--- config.mk ---
export PLATFORM = sky130hd
export DESIGN_NAME = ddr_rd_sched
export DESIGN_NICKNAME = d
export VERILOG_FILES = /design/src/rtl/ddr_rd_sched.sv
export SDC_FILE = /design/constraint.sdc
export NUM_CORES = 1
export LEC_CHECK = 0
export BUFFER_PORTS_ARGS = -buffer_cell sky130_fd_sc_hd__buf_4
export CORE_MARGIN = 1
export CORE_UTILIZATION = 57
export CTS_CLUSTER_SIZE = 24
export DETAILED_ROUTE_END_ITERATION = 10
export PLACE_DENSITY_LB_ADDON = 0.25
export SLEW_MARGIN = 10
export SYNTH_ARGS = -nofsm -noshare
export SYNTH_HDL_FRONTEND = slang
export SYNTH_SLANG_ARGS = --single-unit
--- constraint.sdc ---
create_clock -name clk -period 8.4 [get_ports clk]
set_input_delay 0.84 -clock clk [delete_from_list [all_inputs] [get_ports clk]]
set_output_delay 0.84 -clock clk [all_outputs]
set_load 0.05 [all_outputs]
--- src/rtl/ddr_rd_sched.sv ---
// DDR read scheduler: arbitrates weight / feature-map jobs into chunked read-master
// commands and steers the returning AXIS beats into the selected conv-unit buffer.
module ddr_rd_sched #(
  parameter int N_CU         = 4,
  parameter int DATA_WIDTH   = 64,
  parameter int ADDR_WIDTH   = 32,
  parameter int BURST_BEATS  = 16,
  parameter int CHUNK_BURSTS = 32,
  parameter int NB_WIDTH     = 18,
  localparam int CU_W        = (N_CU > 1) ? $clog2(N_CU) : 1
) (
  input  logic                  clk,
  input  logic                  rstn,
  input  logic                  wd_valid,
  output logic                  wd_ready,
  input  logic [ADDR_WIDTH-1:0] wd_addr,
  input  logic [NB_WIDTH-1:0]   wd_nbursts,
  input  logic [CU_W-1:0]       wd_cu,
  input  logic                  fd_valid,
  output logic                  fd_ready,
  input  logic [ADDR_WIDTH-1:0] fd_addr,
  input  logic [NB_WIDTH-1:0]   fd_nbursts,
  input  logic [CU_W-1:0]       fd_cu,
  output logic                  rd_start,
  output logic [ADDR_WIDTH-1:0] rd_addr,
  output logic [NB_WIDTH-1:0]   rd_nbursts,
  input  logic                  rd_done,
  input  logic                  s_axis_tvalid,
  input  logic [DATA_WIDTH-1:0] s_axis_tdata,
  output logic                  s_axis_tready,
  output logic [N_CU-1:0]       wb_we,
  output logic [N_CU-1:0]       fb_we,
  output logic [DATA_WIDTH-1:0] mem_di,
  input  logic [N_CU-1:0]       wb_full,
  input  logic [N_CU-1:0]       fb_full,
  input  logic                  wb_suff,
  output logic                  busy
);
  localparam int BB   = BURST_BEATS * DATA_WIDTH / 8;
  localparam int BC_W = $clog2(CHUNK_BURSTS * BURST_BEATS + 1);

  typedef enum logic [1:0] {IDLE, ARB, ISSUE, WAIT} state_t;

  // Channel index 0 = weights, 1 = feature maps.
  state_t                       state_q, state_d;
  logic [1:0][ADDR_WIDTH-1:0]   addr_q, addr_d;
  logic [1:0][NB_WIDTH-1:0]     rem_q, rem_d;
  logic [1:0][CU_W-1:0]         cu_q, cu_d;
  logic [1:0]                   act_q, act_d;
  logic                         rr_q, rr_d;
  logic                         gch_q, gch_d;
  logic [ADDR_WIDTH-1:0]        rd_addr_q, rd_addr_d;
  logic [NB_WIDTH-1:0]          rd_nb_q, rd_nb_d;
  logic [BC_W-1:0]              beat_q, beat_d;
  logic                         done_q, done_d;

  logic [1:0]          full, elig;
  logic                gnt_vld, gnt_ch, acc, cmpl;
  logic [NB_WIDTH-1:0] rem_g, chunk_nb;
  logic [BC_W-1:0]     beat_tgt, beat_nxt;
  logic [N_CU-1:0]     cu_oh;

  always_comb begin
    full[0] = wb_full[cu_q[0]];
    full[1] = fb_full[cu_q[1]];
    elig    = act_q & ~full;
    gnt_vld = |elig;
    if (!wb_suff)    gnt_ch = ~elig[0];
    else if (&elig)  gnt_ch = ~rr_q;
    else             gnt_ch = elig[1];
    rem_g    = rem_q[gnt_ch];
    chunk_nb = (rem_g > NB_WIDTH'(CHUNK_BURSTS)) ? NB_WIDTH'(CHUNK_BURSTS) : rem_g;

    beat_tgt      = BC_W'(rd_nb_q) * BC_W'(BURST_BEATS);
    s_axis_tready = (state_q == WAIT) && !full[gch_q] && (beat_q < beat_tgt);
    acc           = s_axis_tready && s_axis_tvalid;
    beat_nxt      = beat_q + BC_W'(acc);
    // rd_done may lead, trail or coincide with the last beat.
    cmpl          = (state_q == WAIT) && (done_q || rd_done) && (beat_nxt == beat_tgt);

    cu_oh  = N_CU'(1) << cu_q[gch_q];
    wb_we  = (acc && !gch_q) ? cu_oh : '0;
    fb_we  = (acc &&  gch_q) ? cu_oh : '0;
    mem_di = acc ? s_axis_tdata : '0;
  end

  assign wd_ready   = ~act_q[0];
  assign fd_ready   = ~act_q[1];
  assign rd_start   = (state_q == ISSUE);
  assign rd_addr    = rd_addr_q;
  assign rd_nbursts = rd_nb_q;
  assign busy       = (|act_q) || (state_q != IDLE);

  always_comb begin
    state_d   = state_q;
    addr_d    = addr_q;
    rem_d     = rem_q;
    cu_d      = cu_q;
    act_d     = act_q;
    rr_d      = rr_q;
    gch_d     = gch_q;
    rd_addr_d = rd_addr_q;
    rd_nb_d   = rd_nb_q;
    beat_d    = beat_q;
    done_d    = done_q;

    // ready is ~active, so a completing channel cannot accept in the same cycle.
    if (wd_valid && wd_ready) begin
      addr_d[0] = wd_addr;
      rem_d[0]  = wd_nbursts;
      cu_d[0]   = wd_cu;
      act_d[0]  = |wd_nbursts;
    end
    if (fd_valid && fd_ready) begin
      addr_d[1] = fd_addr;
      rem_d[1]  = fd_nbursts;
      cu_d[1]   = fd_cu;
      act_d[1]  = |fd_nbursts;
    end

    case (state_q)
      IDLE: if (|act_q) state_d = ARB;
      ARB: begin
        if (gnt_vld) begin
          state_d   = ISSUE;
          gch_d     = gnt_ch;
          rr_d      = gnt_ch;
          rd_addr_d = addr_q[gnt_ch];
          rd_nb_d   = chunk_nb;
        end else if (!(|act_q)) begin
          state_d = IDLE;
        end
      end
      ISSUE: begin
        state_d = WAIT;
        beat_d  = '0;
        done_d  = 1'b0;
      end
      WAIT: begin
        beat_d = beat_nxt;
        if (rd_done) done_d = 1'b1;
        if (cmpl) begin
          state_d       = ARB;
          beat_d        = '0;
          done_d        = 1'b0;
          addr_d[gch_q] = addr_q[gch_q] + ADDR_WIDTH'(rd_nb_q) * ADDR_WIDTH'(BB);
          rem_d[gch_q]  = rem_q[gch_q] - rd_nb_q;
          act_d[gch_q]  = (rem_q[gch_q] != rd_nb_q);
        end
      end
      default: state_d = IDLE;
    endcase
  end

  always_ff @(posedge clk) begin
    if (!rstn) begin
      state_q   <= IDLE;
      addr_q    <= '0;
      rem_q     <= '0;
      cu_q      <= '0;
      act_q     <= '0;
      rr_q      <= 1'b0;
      gch_q     <= 1'b0;
      rd_addr_q <= '0;
      rd_nb_q   <= '0;
      beat_q    <= '0;
      done_q    <= 1'b0;
    end else begin
      state_q   <= state_d;
      addr_q    <= addr_d;
      rem_q     <= rem_d;
      cu_q      <= cu_d;
      act_q     <= act_d;
      rr_q      <= rr_d;
      gch_q     <= gch_d;
      rd_addr_q <= rd_addr_d;
      rd_nb_q   <= rd_nb_d;
      beat_q    <= beat_d;
      done_q    <= done_d;
    end
  end
endmodule
Yosys cells after proc, flatten, opt, wreduce, memory -nomap -nowiden
Cells that the tools add are included.
{ "classes": {"n_bitwise": 6, "muxes": 53, "shifts": 1, "magnitude_cmp": 7, "n_eq_ne": 9, "addsub": 3, "reduce_logical": 25} }
{ "ops": {"columns": ["operator", "n"], "rows": [
  ["two-way mux 32 bit", 7],
  ["two-way mux 64 bit", 3],
  ["two-way mux 18 bit", 8],
  ["two-way mux 36 bit", 2],
  ["bitwise mux 64 bit", 1],
  ["bitwise mux 36 bit", 1],
  ["OR reduction 18 bit", 2],
  ["adder 32 x 25 -> 32 bit", 1],
  ["demux 32 bit (select 1 bit)", 1],
  ["one-hot mux 10 bit (2 select lines)", 1],
  ["demux 18 bit (select 1 bit)", 1],
  ["greater-than comparator 18 x 6 -> 1 bit (second input constant)", 1],
  ["inequality test 18 bit", 1],
  ["subtractor 18 bit", 1],
  ["two-way mux 2 bit", 8],
  ["two-way mux 1 bit", 11],
  ["adder 10 x 1 -> 10 bit", 1],
  ["equality test 10 bit", 1],
  ["logical AND 1 bit", 10],
  ["less-than comparator 10 bit", 1],
  ["two-way mux 10 bit", 1],
  ["two-way mux 4 bit", 2],
  ["one-hot mux 2 bit (4 select lines)", 1],
  ["less-than comparator 2 x 3 -> 1 bit (second input constant)", 2],
  ["21 further kinds", 35]
]} }
{ "word_totals": {"word_cells": 117, "inputBits": 183, "register_bits": 170} }

Logic depth before layout (Yosys ltp)
Gate-level depths: netlist of the first run.
{ "depth": {"ltp_word": 13, "depth_mapped": 21} }

Worst setup path after synthesis of the first run
OpenSTA, ideal clock, no wires.
{ "synth_path": {"path_kind": "reg2reg", "startpoint": "reg rd_nb_q[1] (netlist: rd_nbursts[1])", "endpoint": "reg addr_q[29] (netlist bit)", "stages_incl_launch_ff": 20, "n_path_buf": 3, "path_slack_ns": 3.048, "synth_period_minus_slack_ns": 5.352, "t_arrival_ns": 5.278, "required_time_ns": 8.326, "setup_time_ns": 0.074, "path_cell_list": "dfxtp_1 > inv_1 > ha_1 > a21o_1 > a21o_1 > a21o_1 > a21o_1 > a211oi_1 > clkbuf_1 > ha_1 > ha_1 > buf_2 > inv_1 > or4b_1 > a221oi_2 > o2111ai_2 > nand2b_4 > buf_6 > or4_1 > a31oi_1"} }
{ "synth_via": {"elab_chain_cells": 8, "elab_cells_between_ends": 10, "cone_classes": "add/sub: 2; order compare: 1; eq/ne: 1; mux: 3; reduce/logical: 3"} }
{ "synth_lines": {"columns": ["element", "line_no", "text"], "rows": [
  ["start: declaration", "53", "logic [NB_WIDTH-1:0] rd_nb_q, rd_nb_d;"],
  ["start signal: assignment", "177", "rd_nb_q <= rd_nb_d;"],
  ["less-than comparator 10 bit", "75", "s_axis_tready = (state_q == WAIT) && !full[gch_q] && (beat_q < beat_tgt);"],
  ["logical AND 1 bit", "75", null],
  ["logical AND 1 bit", "76", "acc = s_axis_tready && s_axis_tvalid;"],
  ["adder 10 x 1 -> 10 bit", "77", "beat_nxt = beat_q + BC_W'(acc);"],
  ["equality test 10 bit", "79", "cmpl = (state_q == WAIT) && (done_q || rd_done) && (beat_nxt == beat_tgt);"],
  ["logical AND 1 bit", "79", null],
  ["two-way mux 64 bit *", "142", "if (cmpl) begin"],
  ["two-way mux 64 bit *", "121", "case (state_q)"],
  ["end signal: assignment", "170", "addr_q <= addr_d;"],
  ["end: declaration", "46", "logic [1:0][ADDR_WIDTH-1:0] addr_q, addr_d;"]
]} }
Mark *: on every way between the ends. The rest lies on a longest branch, timed or not.
A chain may end at the register's enable or synchronous reset.

Final worst setup path of the first run
Same ends and word-level chain as after synthesis.

==> results of run 1 <==
-- cell usage in the layout (no fill, tap or decap), types with 3 or more instances in the layout --
cell type / netlist / routed
a21oi_1: 67 / 67
nand3_1: 26 / 26
buf_4: 2 / 319
nand2_1: 150 / 150
a211o_1: 3 / 3
or3_1: 3 / 3
nor3_1: 20 / 20
nor3b_1: 3 / 3
nor2b_1: 9 / 7
o211a_1: 6 / 6
nand4_1: 3 / 3
dfxtp_1: 170 / 169
or2_2: 4 / 5
a22oi_1: 5 / 5
a211oi_1: 87 / 86
o22ai_1: 5 / 5
a21o_1: 21 / 21
xor2_1: 23 / 23
o41ai_1: 3 / 3
and3_1: 35 / 35
o21a_1: 14 / 14
nor2_1: 113 / 113
o211ai_1: 11 / 11
and4_1: 5 / 5
and2_1: 77 / 76
mux2_2: 42 / 42
o31ai_1: 5 / 5
or4_1: 6 / 6
o21ai_0: 34 / 34
xnor2_1: 19 / 19
nor4_1: 14 / 14
mux2i_1: 94 / 94
inv_1: 37 / 37
inv_6: 0 / 7
o21bai_1: 4 / 4
a31oi_1: 12 / 12
nand2b_1: 7 / 7
clkbuf_16: 0 / 17
ha_1: 47 / 47
-- path summary, 6_finish.rpt --
check,startpoint,to,slack (ns),depth (start not counted)
max,rd_nbursts[1]$_SDFFE_PN0P_,addr_q[29]$_SDFF_PN0_,2.55,17
min,addr_q[37]$_SDFF_PN0_,addr_q[37]$_SDFF_PN0_,0.46,2
max reg2reg,rd_nbursts[1]$_SDFFE_PN0P_,addr_q[29]$_SDFF_PN0_,2.55,17
min reg2reg,addr_q[37]$_SDFF_PN0_,addr_q[37]$_SDFF_PN0_,0.46,2
-- flip-flops by register name (all words and copies together), names as in the netlist --
signal	count
act_q	2
addr_q	64
beat_q	10
cu_q	4
done_q	1
gch_q	1
rd_addr	32
rd_nbursts	18
rem_q	36
state_q	2
-- cell families after synthesis --
group                      synth area share
muxes                                0.1355
adders and majority gates           0.05835
and+or+nand+nor                      0.2231
xor gates and xnor gates            0.03417
buffers and inverters               0.04510
DFF                                  0.3162
AOI/OAI and AO/OA                    0.1876
-- through the flow --
step | std cells | hold WS (ns) | setup WS [ns] | power, W | util
floorplan | 1305 | 0.4357 | 3.048 | 0.001244 | -
detailed placement | 1770 | 0.4464 | 2.473 | 0.001425 | 0.7224
global route | 1802 | 0.4834 | 2.083 | 0.002309 | 0.7552
CTS | 1802 | 0.4563 | 2.601 | 0.002229 | 0.7552
global placement | 1770 | 0.4409 | 2.616 | 0.001415 | 0.7224
finish | 1802 | 0.4560 | 2.549 | 0.002238 | 0.7552
-- routing by layer --
metal | vias to the layer above | global-route usage | wire length (um)
met4 | 0 | 0.1187 | 961
met1 | 5093 | 0.4777 | 14870
li1 | 5200 | - | -
met5 | - | 0 | 0
met3 | 83 | 0.07158 | 3289
met2 | 576 | 0.5554 | 15870
-- worst max-delay path, cell delays in order, from the launching register on --
cell and delay (ns):
dfxtp_1 0.45, inv_1 0.16, ha_1 0.32, a21o_1 0.15, a21o_1 0.16, a21o_1 0.17
a21o_1 0.23, a211oi_4 0.24, buf_4 0.45, ha_1 0.36, ha_1 0.40, inv_1 0.13
or4b_1 0.55, a221oi_2 0.32, o2111ai_2 0.27, nand2b_4 0.56, or4_1 0.65, a31oi_1 0.17
-- final cells by class --
cell class	instances	area [um^2]
Clock buffer	18	439.2
Clock inverter	14	158.9
Fill cell	1334	4457
Inverter	38	145.1
Multi-Input combinational cell	1014	6923
Sequential cell	170	3405
Tap cell	229	286.5
Timing Repair Buffer	319	2395
-- power groups by stage --
stage	clock, W	sequential [W]	combinational, W
final	0.000817	0.000892	0.000529
after global routing	0.000845	0.000897	0.000567
after CTS	0.000816	0.000890	0.000522
after detailed placement	0	0.000908	0.000517
after global placement	0	0.000906	0.000509
after floorplan	0	0.000951	0.000293
==> out/metrics.csv, run 1 <==
stage;metric;value;unit
run_status;status;finished, final reports clean;
timing;hold_viol;0;
synthesis;postSynth.topFlopCell;dfxtp_1;
timing;finClkSkew;0.009007;ns
critical_path;crit_arrival;6.21;ns
cells_and_area;drive_gt1_frac;0.2632;
pwr;power.share.clock;0.365;
place;portBuffers;309;
timing;rsz0062_at_grt;false;
synthesis;avgSynthCellArea;8.248;um^2
cells_and_area;final_area;13750;um^2
critical_path;crit_required;8.76;ns
timing;worst_pin_slew;1.077;ns
cts;cts_root_buf;clkbuf_16;
pwr;cellInternalPower;0.001534;W
synthesis;synth_top_area_frac;0.3162;
flow_run;drv_cap;0;
global_routing;grt_max_degree;81;
detailed_routing;post_drt_wl_per_cell;19.42;um
timing;slew_viol_final;0;
synthesis;yosysWarnings;0;
min_path;hold_path.class;reg -> reg;
die;pin_count;310;
cts;cts_setup_buffers;0;
detailed_routing;dr.pass1.iters;6;
cts;insertion_delay;0.44;ns
detailed_routing;vias_per_cell;6.078;
global_routing;first_global_vias;10330;
pwr;switching_share;0.3146;
timing;min_period;5.851;ns
synthesis;synthArstFlopShare;0;
cts;cts_resized;0;
timing;setup_violations;0;
detailed_routing;first_iter_violations;946;
pwr;power.density;162.8;nW/um^2
critical_path;worstSetupPathType;reg -> reg;
die;die_w;139.4;um
detailed_routing;route.detailed.drc;0;
synthesis;synth_cells;1305;
timing;timing.final.crit_share;0.6965;
timing;fmax;0.1709;GHz
detailed_routing;drtAntennaViolNets;0;
synthesis;yosys-top-cells-area;dfxtp_1 (32%), mux2i_1 (8.7%), a211oi_1 (6.1%);
synthesis;synth-edff-count;0;
global_routing;antenna_found_initial;0;
synthesis;synth-seq-area-share;0.3162;
cts;clk_pin_slew;0.07;ns
die;die_y;139.4;um
pwr;combPwrFrac;0.237;
timing;finalSetupTns;0;ns
cts;htreeDepth;4;
cts;holdBufCountCts;0;
synthesis;syn_nets;1537;
cells_and_area;area_growth;27.76;%
place;place_area;13150;um^2
critical_path;worst_setup_path_start_kind;register;
cts;cts_buffers;17;
pwr;p_leak;6.205;nW
die;start_util;0.5911;
synthesis;ys_ff_latch;170;
pwr;ir_drop;160.9;uV
synthesis;netlist_area;10760;um^2
cts;clock_sinks;170;
global_routing;grt_pass1_wl;54080;um
synthesis;synthMostInstantiatedCell;dfxtp_1;
die;core;18210;um^2
die;row_count;49;
die;dieArea;19440;um^2
global_routing;track_usage;0.3517;
cts;tritoncts;yes;
pwr;p_seq_frac;0.398;
synthesis;synth_top_cell_by_area;dfxtp_1;
critical_path;cp-end-kind;register;
pwr;p_switching;0.0007042;W
place;dpl.hpwl;24980;um
critical_path;critPathMaxFanout;71;
detailed_routing;wl;34990;um
place;place_congestion;0.9314;
cells_and_area;num_antenna_cells;0;
synthesis;synth_common_cells;dfxtp_1 (170), nand2_1 (150), nor2_1 (113);
cts;cts_buffer_depth;2;
global_routing;gr-total-overflow;0;
cells_and_area;nets;1792;
synthesis;ys_types;70;
timing;max_slew_margin;0.2793;
detailed_routing;dr_total_vias;10950;
No activity file was read; power rests on OpenSTA's default activity.
==> run 2: changes to the inputs <==
CORE_UTILIZATION = 48   (was 57)
clock period = 5.1 ns   (was 8.4 ns; I/O delays follow)
==> run 2 against run 1 <==
Clock power grew 63%. Critical path depth is the same. Count of clock-buffer cells in the layout is the same. Clock skew is essentially flat. Sequential power grew 65%. Via count grew 0.14%. Sequential cell count is the same. Die area grew 18%. Routed wire length grew 9.6%. Critical path type unchanged.
==> out/metrics.csv, run 2 (synthesis gave the netlist of run 1 again) <==
stage;metric;value;unit;change
place;place_area;13350;um^2;was 13150 um^2
die;row_count;54;;was 49
cells_and_area;final_cell_mix;buf_4 (333), dfxtp_1 (167), nand2_1 (150);;was buf_4 (319), dfxtp_1 (169), nand2_1 (150)
cts;cts_setup_buffers;0;;unchanged
global_routing;first_global_vias;9945;;was 10330
cts;cts_resized;0;;unchanged
timing;timing.final.crit_share;0.9239;;was 0.6965
die;core;21890;um^2;was 18210 um^2
detailed_routing;wl;38340;um;was 34990 um
global_routing;busiest_layer;met2;;unchanged
min_path;hold_path_startpoint;fd_cu[0];;was addr_q[37]$_SDFF_PN0_
detailed_routing;drtAntennaViolNets;0;;unchanged
global_routing;grt_pass1_wl;56090;um;was 54080 um
critical_path;reg2reg_from;rd_nbursts[1]$_SDFFE_PN0P_;;unchanged
critical_path;critPathMaxFanout;41;;was 71
min_path;min_to;cu_q[2]$_SDFFE_PN0P_;;was addr_q[37]$_SDFF_PN0_
place;place_congestion;0.9542;;was 0.9314
cells_and_area;largest_register_ffs;64;;unchanged
critical_path;worst_setup_path_start_kind;register;;unchanged
cts;clk_pin_slew;0.07;ns;about the same
min_path;hold_path.class;in -> reg;;was reg -> reg
cts;cts_buffers;17;;unchanged
die;dieArea;23030;um^2;was 19440 um^2
cts;htreeDepth;4;;unchanged
die;pin_count;310;;unchanged
cells_and_area;nets;1807;;was 1792
cts;cts_root_buf;clkbuf_16;;unchanged
global_routing;track_usage;0.3258;;was 0.3517
detailed_routing;post_drt_wl_per_cell;20.47;um;was 19.42 um
critical_path;worstSetupPathType;reg -> reg;;unchanged
place;portBuffers;309;;unchanged
timing;max_slew_margin;0.3157;;was 0.2793
global_routing;grtUsageMet1;0.3931;;was 0.4777
detailed_routing;vias_per_cell;5.855;;was 6.078
cts;tritoncts;yes;;unchanged
die;die_w;151.8;um;was 139.4 um
pwr;power.density;263.4;nW/um^2;was 162.8 nW/um^2
timing;slew_viol_final;0;;unchanged
cells_and_area;layout_commonest_cell;buf_4;;unchanged
critical_path;crit_required;5.44;ns;was 8.76 ns
timing;min_period;4.712;ns;was 5.851 ns
cells_and_area;area_growth;29.56;%;was 27.76%
cts;clock_sinks;170;;unchanged
pwr;ir_drop;227.6;uV;was 160.9 uV
pwr;power;0.003674;W;was 0.002238 W
global_routing;grtUsageMet3;0.04581;;was 0.07158
critical_path;cp-startpoint;rd_nbursts[1]$_SDFFE_PN0P_;;unchanged
timing;finClkSkew;0.009029;ns;was 0.009007 ns
cells_and_area;final_area;13950;um^2;was 13750 um^2
cells_and_area;fillerInstances;1930;;was 1334
detailed_routing;dr.pass1.iters;7;;was 6
timing;finalSetupTns;0;ns;unchanged
detailed_routing;route.detailed.drc;0;;unchanged
timing;worst_pin_slew;1.024;ns;was 1.077 ns
die;start_util;0.4917;;was 0.5911
detailed_routing;dr_total_vias;10970;;was 10950
run_status;status;finished, final reports clean;;unchanged
cells_and_area;regMostFlops;addr_q;;unchanged
cts;holdBufCountCts;0;;unchanged
critical_path;rrSetupSlack;0.39;ns;was 2.55 ns
global_routing;gr-total-overflow;0;;unchanged
critical_path;crit_arrival;5.05;ns;was 6.21 ns
critical_path;r2r_cells;17;;unchanged
cts;cts_buffer_depth;2;;unchanged
cells_and_area;drive_gt1_frac;0.2708;;was 0.2632
timing;fmax;0.2122;GHz;was 0.1709 GHz
cts;insertion_delay;0.44;ns;about the same
min_path;whs_path_depth;3;;was 2
critical_path;reg2reg_to;addr_q[14]$_SDFF_PN0_;;was addr_q[29]$_SDFF_PN0_
pwr;p_leak;6.269;nW;was 6.205 nW
die;die_y;151.8;um;was 139.4 um
timing;setup_violations;0;;unchanged
global_routing;antenna_found_initial;5;;was 0
global_routing;gr-usage-met2;0.5661;;was 0.5554
critical_path;cp-end-kind;register;;unchanged
timing;hold_viol;0;;unchanged
place;dpl.hpwl;29000;um;was 24980 um
timing;rsz0062_at_grt;false;;unchanged
flow_run;drv_cap;0;;unchanged
detailed_routing;first_iter_violations;778;;was 946
global_routing;grt_max_degree;73;;was 81
==> run 2: cell types whose count changed in the layout (fill, tap and decap cells not counted), sizes merged <==
cell | previous run | this run
diode | 0 | 5
clkinvlp | 2 | 5
clkinv | 3 | 0
buf | 319 | 334
==> run 2: layout make-up <==
| class | instances | area, um^2 | area share |
|---|---|---|---|
| clock buffer | 18 | 429.2 | 0.03077 |
| inverter | 38 | 145.1 | 0.01041 |
| clock inverter | 14 | 158.9 | 0.01139 |
| antenna | 5 | 12.51 | 0.0008972 |
| timing repair buffer | 334 | 2520 | 0.1807 |
| tap | 280 | 350.3 | 0.02512 |
| multi-input combinational | 1014 | 6923 | 0.4964 |
| sequential | 170 | 3407 | 0.2443 |
==> run 2: how the worst max path moves through the flow <==
stage	endpoint	slack, ns	depth (start not counted)
floorplan	addr_q[29]$_SDFF_PN0_	0.00004	19
global placement	rem_q[35]$_SDFF_PN0_	0.54	18
detailed placement	rem_q[13]$_SDFF_PN0_	0.47	17
CTS	rem_q[2]$_SDFF_PN0_	0.44	17
global route	addr_q[14]$_SDFF_PN0_	0.05	17
finish	addr_q[14]$_SDFF_PN0_	0.39	17
==> run 2: where the power goes <==
group	switching [W]	internal [W]
clock	0.000593	0.000732
combinational	0.000503	0.000377
sequential	0.0000613	0.00141
total	0.00116	0.00252
==> run 2: critical path, cell delays in order (launching register included) <==
cell       delay [ns]
dfxtp_2          0.40
inv_1            0.13
ha_1             0.31
a21o_1           0.16
a21o_1           0.17
a21o_1           0.18
a21o_1           0.22
a211oi_4         0.26
ha_1             0.31
ha_1             0.22
inv_1            0.07
or4b_1           0.54
a221oi_2         0.30
o2111ai_2        0.24
nand2b_4         0.33
buf_4            0.34
and3_1           0.21
a211oi_1         0.21
==> run 2: stage by stage <==
stage	utilization	instances	hold slack (ns)	setup slack, ns
after CTS	0.6365	1868	0.3033	0.4395
final	0.6371	1873	0.3041	0.3879
after global placement	0.6096	1836	0.4424	0.5411
after detailed placement	0.6096	1836	0.4500	0.4685
after floorplan	-	1305	0.4357	0.00004219
after global routing	0.6371	1873	0.3103	0.05164
==> run 2: metal layers <==
layer	routed length [um]	part of all wire	vias to the layer above
met5	0	0	-
met4	1410	0.037	0
met3	2821	0.074	68
met2	19150	0.50	493
met1	14960	0.39	5178
li1	-	-	5228
==> run 3: changes to the inputs <==
PLACE_DENSITY = 0.78   (was unset)
PLACE_DENSITY_LB_ADDON = unset   (was 0.25)
==> run 3 against run 2 <==
Global-route usage down 1.3 points. Sequential cell count unchanged. Sequential share of layout area about the same. Clock power about the same. Utilization up 0.080 points. Power up 0.53%. Clock skew up 0.015 ns. Final cell count about the same. Die area unchanged. Cell area up 0.13%.
==> out/metrics.csv, run 3 (synthesis gave the netlist of run 1 again) <==
stage;metric;value;unit;change
cells_and_area;largest_register_ffs;64;;unchanged
place;dpl.hpwl;27430;um;was 29000 um
die;die_y;151.8;um;unchanged
critical_path;r2r_cells;17;;unchanged
timing;finalSetupTns;0;ns;unchanged
detailed_routing;route.detailed.drc;0;;unchanged
die;die_w;151.8;um;unchanged
die;pin_count;310;;unchanged
detailed_routing;dr.pass1.iters;6;;was 7
global_routing;grt_pass1_wl;55070;um;was 56090 um
timing;fmax;0.2135;GHz;was 0.2122 GHz
pwr;switching_share;0.3358;;was 0.3153
flow_run;drv_cap;0;;unchanged
die;row_count;54;;unchanged
pwr;ir_drop;208.0;uV;was 227.6 uV
critical_path;cp-end-kind;register;;unchanged
cells_and_area;final_cell_mix;buf_4 (336), dfxtp_1 (167), nand2_1 (150);;was buf_4 (333), dfxtp_1 (167), nand2_1 (150)
run_status;status;finished, final reports clean;;unchanged
cts;cts_setup_buffers;0;;unchanged
cells_and_area;final_area;13960;um^2;was 13950 um^2
cells_and_area;regMostFlops;addr_q;;unchanged
cells_and_area;layout_commonest_cell;buf_4;;unchanged
critical_path;path_cells;inv_1, ha_1, a21o_1, a21o_1, a21o_1, a21o_1, a211oi_4, ha_1, ha_1, inv_1, or4b_1, a221oi_2, o2111ai_2, or2_2, buf_4, a211o_1, a31oi_1;;was inv_1, ha_1, a21o_1, a21o_1, a21o_1, a21o_1, a211oi_4, ha_1, ha_1, inv_1, or4b_1, a221oi_2, o2111ai_2, nand2b_4, buf_4, and3_1, a211oi_1
detailed_routing;wl;37100;um;was 38340 um
min_path;whs_path_depth;3;;unchanged
cells_and_area;nets;1809;;was 1807
cts;cts_buffers;17;;unchanged
pwr;p_switching;0.001240;W;was 0.001158 W
timing;finClkSkew;0.02424;ns;was 0.009029 ns
global_routing;antenna_found_initial;3;;was 5
pwr;cellInternalPower;0.002453;W;was 0.002516 W
global_routing;first_global_vias;10120;;was 9945
detailed_routing;drtAntennaViolNets;0;;unchanged
die;core;21890;um^2;unchanged
pwr;power.share.clock;0.363;;was 0.361
pwr;p_leak;6.298;nW;was 6.269 nW
timing;timing.final.crit_share;0.9182;;was 0.9239
critical_path;slowest_stage;or4b_1;;unchanged
cts;tritoncts;yes;;unchanged
critical_path;worstSetupPathType;reg -> reg;;unchanged
pwr;power.density;264.5;nW/um^2;was 263.4 nW/um^2
critical_path;worst_setup_path_start_kind;register;;unchanged
global_routing;track_usage;0.3133;;was 0.3258
cells_and_area;fillerInstances;1955;;was 1930
pwr;combPwrFrac;0.240;;about the same
critical_path;crit_required;5.48;ns;was 5.44 ns
cts;clock_sinks;170;;unchanged
detailed_routing;dr_total_vias;10990;;was 10970
cells_and_area;drive_gt1_frac;0.2723;;was 0.2708
place;portBuffers;309;;unchanged
timing;hold_viol;0;;unchanged
critical_path;rrSetupSlack;0.42;ns;was 0.39 ns
global_routing;grt_max_degree;83;;was 73
critical_path;crit_top_cell;a21o_1;;unchanged
place;place_congestion;0.9716;;was 0.9542
die;dieArea;23030;um^2;unchanged
die;start_util;0.4917;;unchanged
timing;slew_viol_final;0;;unchanged
cts;cts_resized;0;;unchanged
pwr;p_seq_frac;0.397;;was 0.399
global_routing;gr-total-overflow;0;;unchanged
critical_path;critPathMaxFanout;26;;was 41
critical_path;cpPeakStageDelay;0.54;ns;about the same
timing;setup_violations;0;;unchanged
cts;clk_pin_slew;0.09;ns;was 0.07 ns
timing;max_slew_margin;0.4030;;was 0.3157
critical_path;cp-startpoint;rd_nbursts[1]$_SDFFE_PN0P_;;unchanged
timing;worst_pin_slew;0.8955;ns;was 1.024 ns
detailed_routing;post_drt_wl_per_cell;19.82;um;was 20.47 um
min_path;hold_path_startpoint;wd_addr[6];;was fd_cu[0]
cts;holdBufCountCts;0;;unchanged
cells_and_area;area_growth;29.72;%;was 29.56%
min_path;hold_path.class;in -> reg;;unchanged
place;place_area;13350;um^2;about the same
critical_path;crit_arrival;5.06;ns;was 5.05 ns
cells_and_area;final_util;0.6379;;was 0.6371
critical_path;reg2reg_from;rd_nbursts[1]$_SDFFE_PN0P_;;unchanged
detailed_routing;first_iter_violations;910;;was 778
detailed_routing;vias_per_cell;5.873;;was 5.855
cts;insertion_delay;0.46;ns;was 0.44 ns
cts;cts_buffer_depth;2;;unchanged
timing;rsz0062_at_grt;false;;unchanged
timing;min_period;4.683;ns;was 4.712 ns
cts;htreeDepth;4;;unchanged
cts;cts_root_buf;clkbuf_16;;unchanged
==> run 3: power groups by stage <==
stage	Sequential (W)	Clock, W	Combinational (W)
after floorplan	0.00157	0	0.000482
after global placement	0.00149	0	0.000852
after detailed placement	0.00149	0	0.000867
after CTS	0.00146	0.00135	0.000874
after global routing	0.00148	0.00140	0.000949
final	0.00147	0.00134	0.000885
==> run 3: layer usage <==
metal,track usage,wire length (um),vias up
li1,-,-,5236
met1,0.4451,16290,5184
met2,0.4605,16380,510
met3,0.07605,3608,64
met4,0.1015,818,0
met5,0,0,-
==> run 3: cell type report <==
cell class	count	area [um^2]	share of cell area
Multi-Input combinational cell	1014	6923	0.4958
Sequential cell	170	3407	0.2440
Timing Repair Buffer	336	2522	0.1806
Clock buffer	17	425.4	0.03047
Tap cell	280	350.3	0.02509
Clock inverter	15	185.2	0.01326
Inverter	38	145.1	0.01039
Antenna cell	2	5.005	0.0003584
==> run 3: through the flow <==
| step | instances | hold WS (ns) | worst slack, ns | power [W] |
|---|---|---|---|---|
| floorplan | 1305 | 0.4357 | 0.00004219 | 0.002048 |
| global placement | 1838 | 0.4436 | 0.5850 | 0.002343 |
| detailed placement | 1838 | 0.4493 | 0.4485 | 0.002361 |
| CTS | 1870 | 0.2901 | 0.4315 | 0.003686 |
| global route | 1870 | 0.2988 | 0.1429 | 0.003826 |
| finish | 1872 | 0.2950 | 0.4169 | 0.003693 |
==> run 3: final timing paths <==
path                           end
max          addr_q[59]$_SDFF_PN0_
min           addr_q[6]$_SDFF_PN0_
max reg2reg  addr_q[59]$_SDFF_PN0_
min reg2reg   addr_q[1]$_SDFF_PN0_
==> run 3: critical path, delay by kind of cell, from the launching register on <==
kind	cells	cell delay, ns
AO/OA/AOI/OAI	9	2.02
adder cells (fa/ha/maj)	3	0.83
buffers and inverters	3	0.44
flip-flops	1	0.40
AND/OR/NAND/NOR	2	0.94
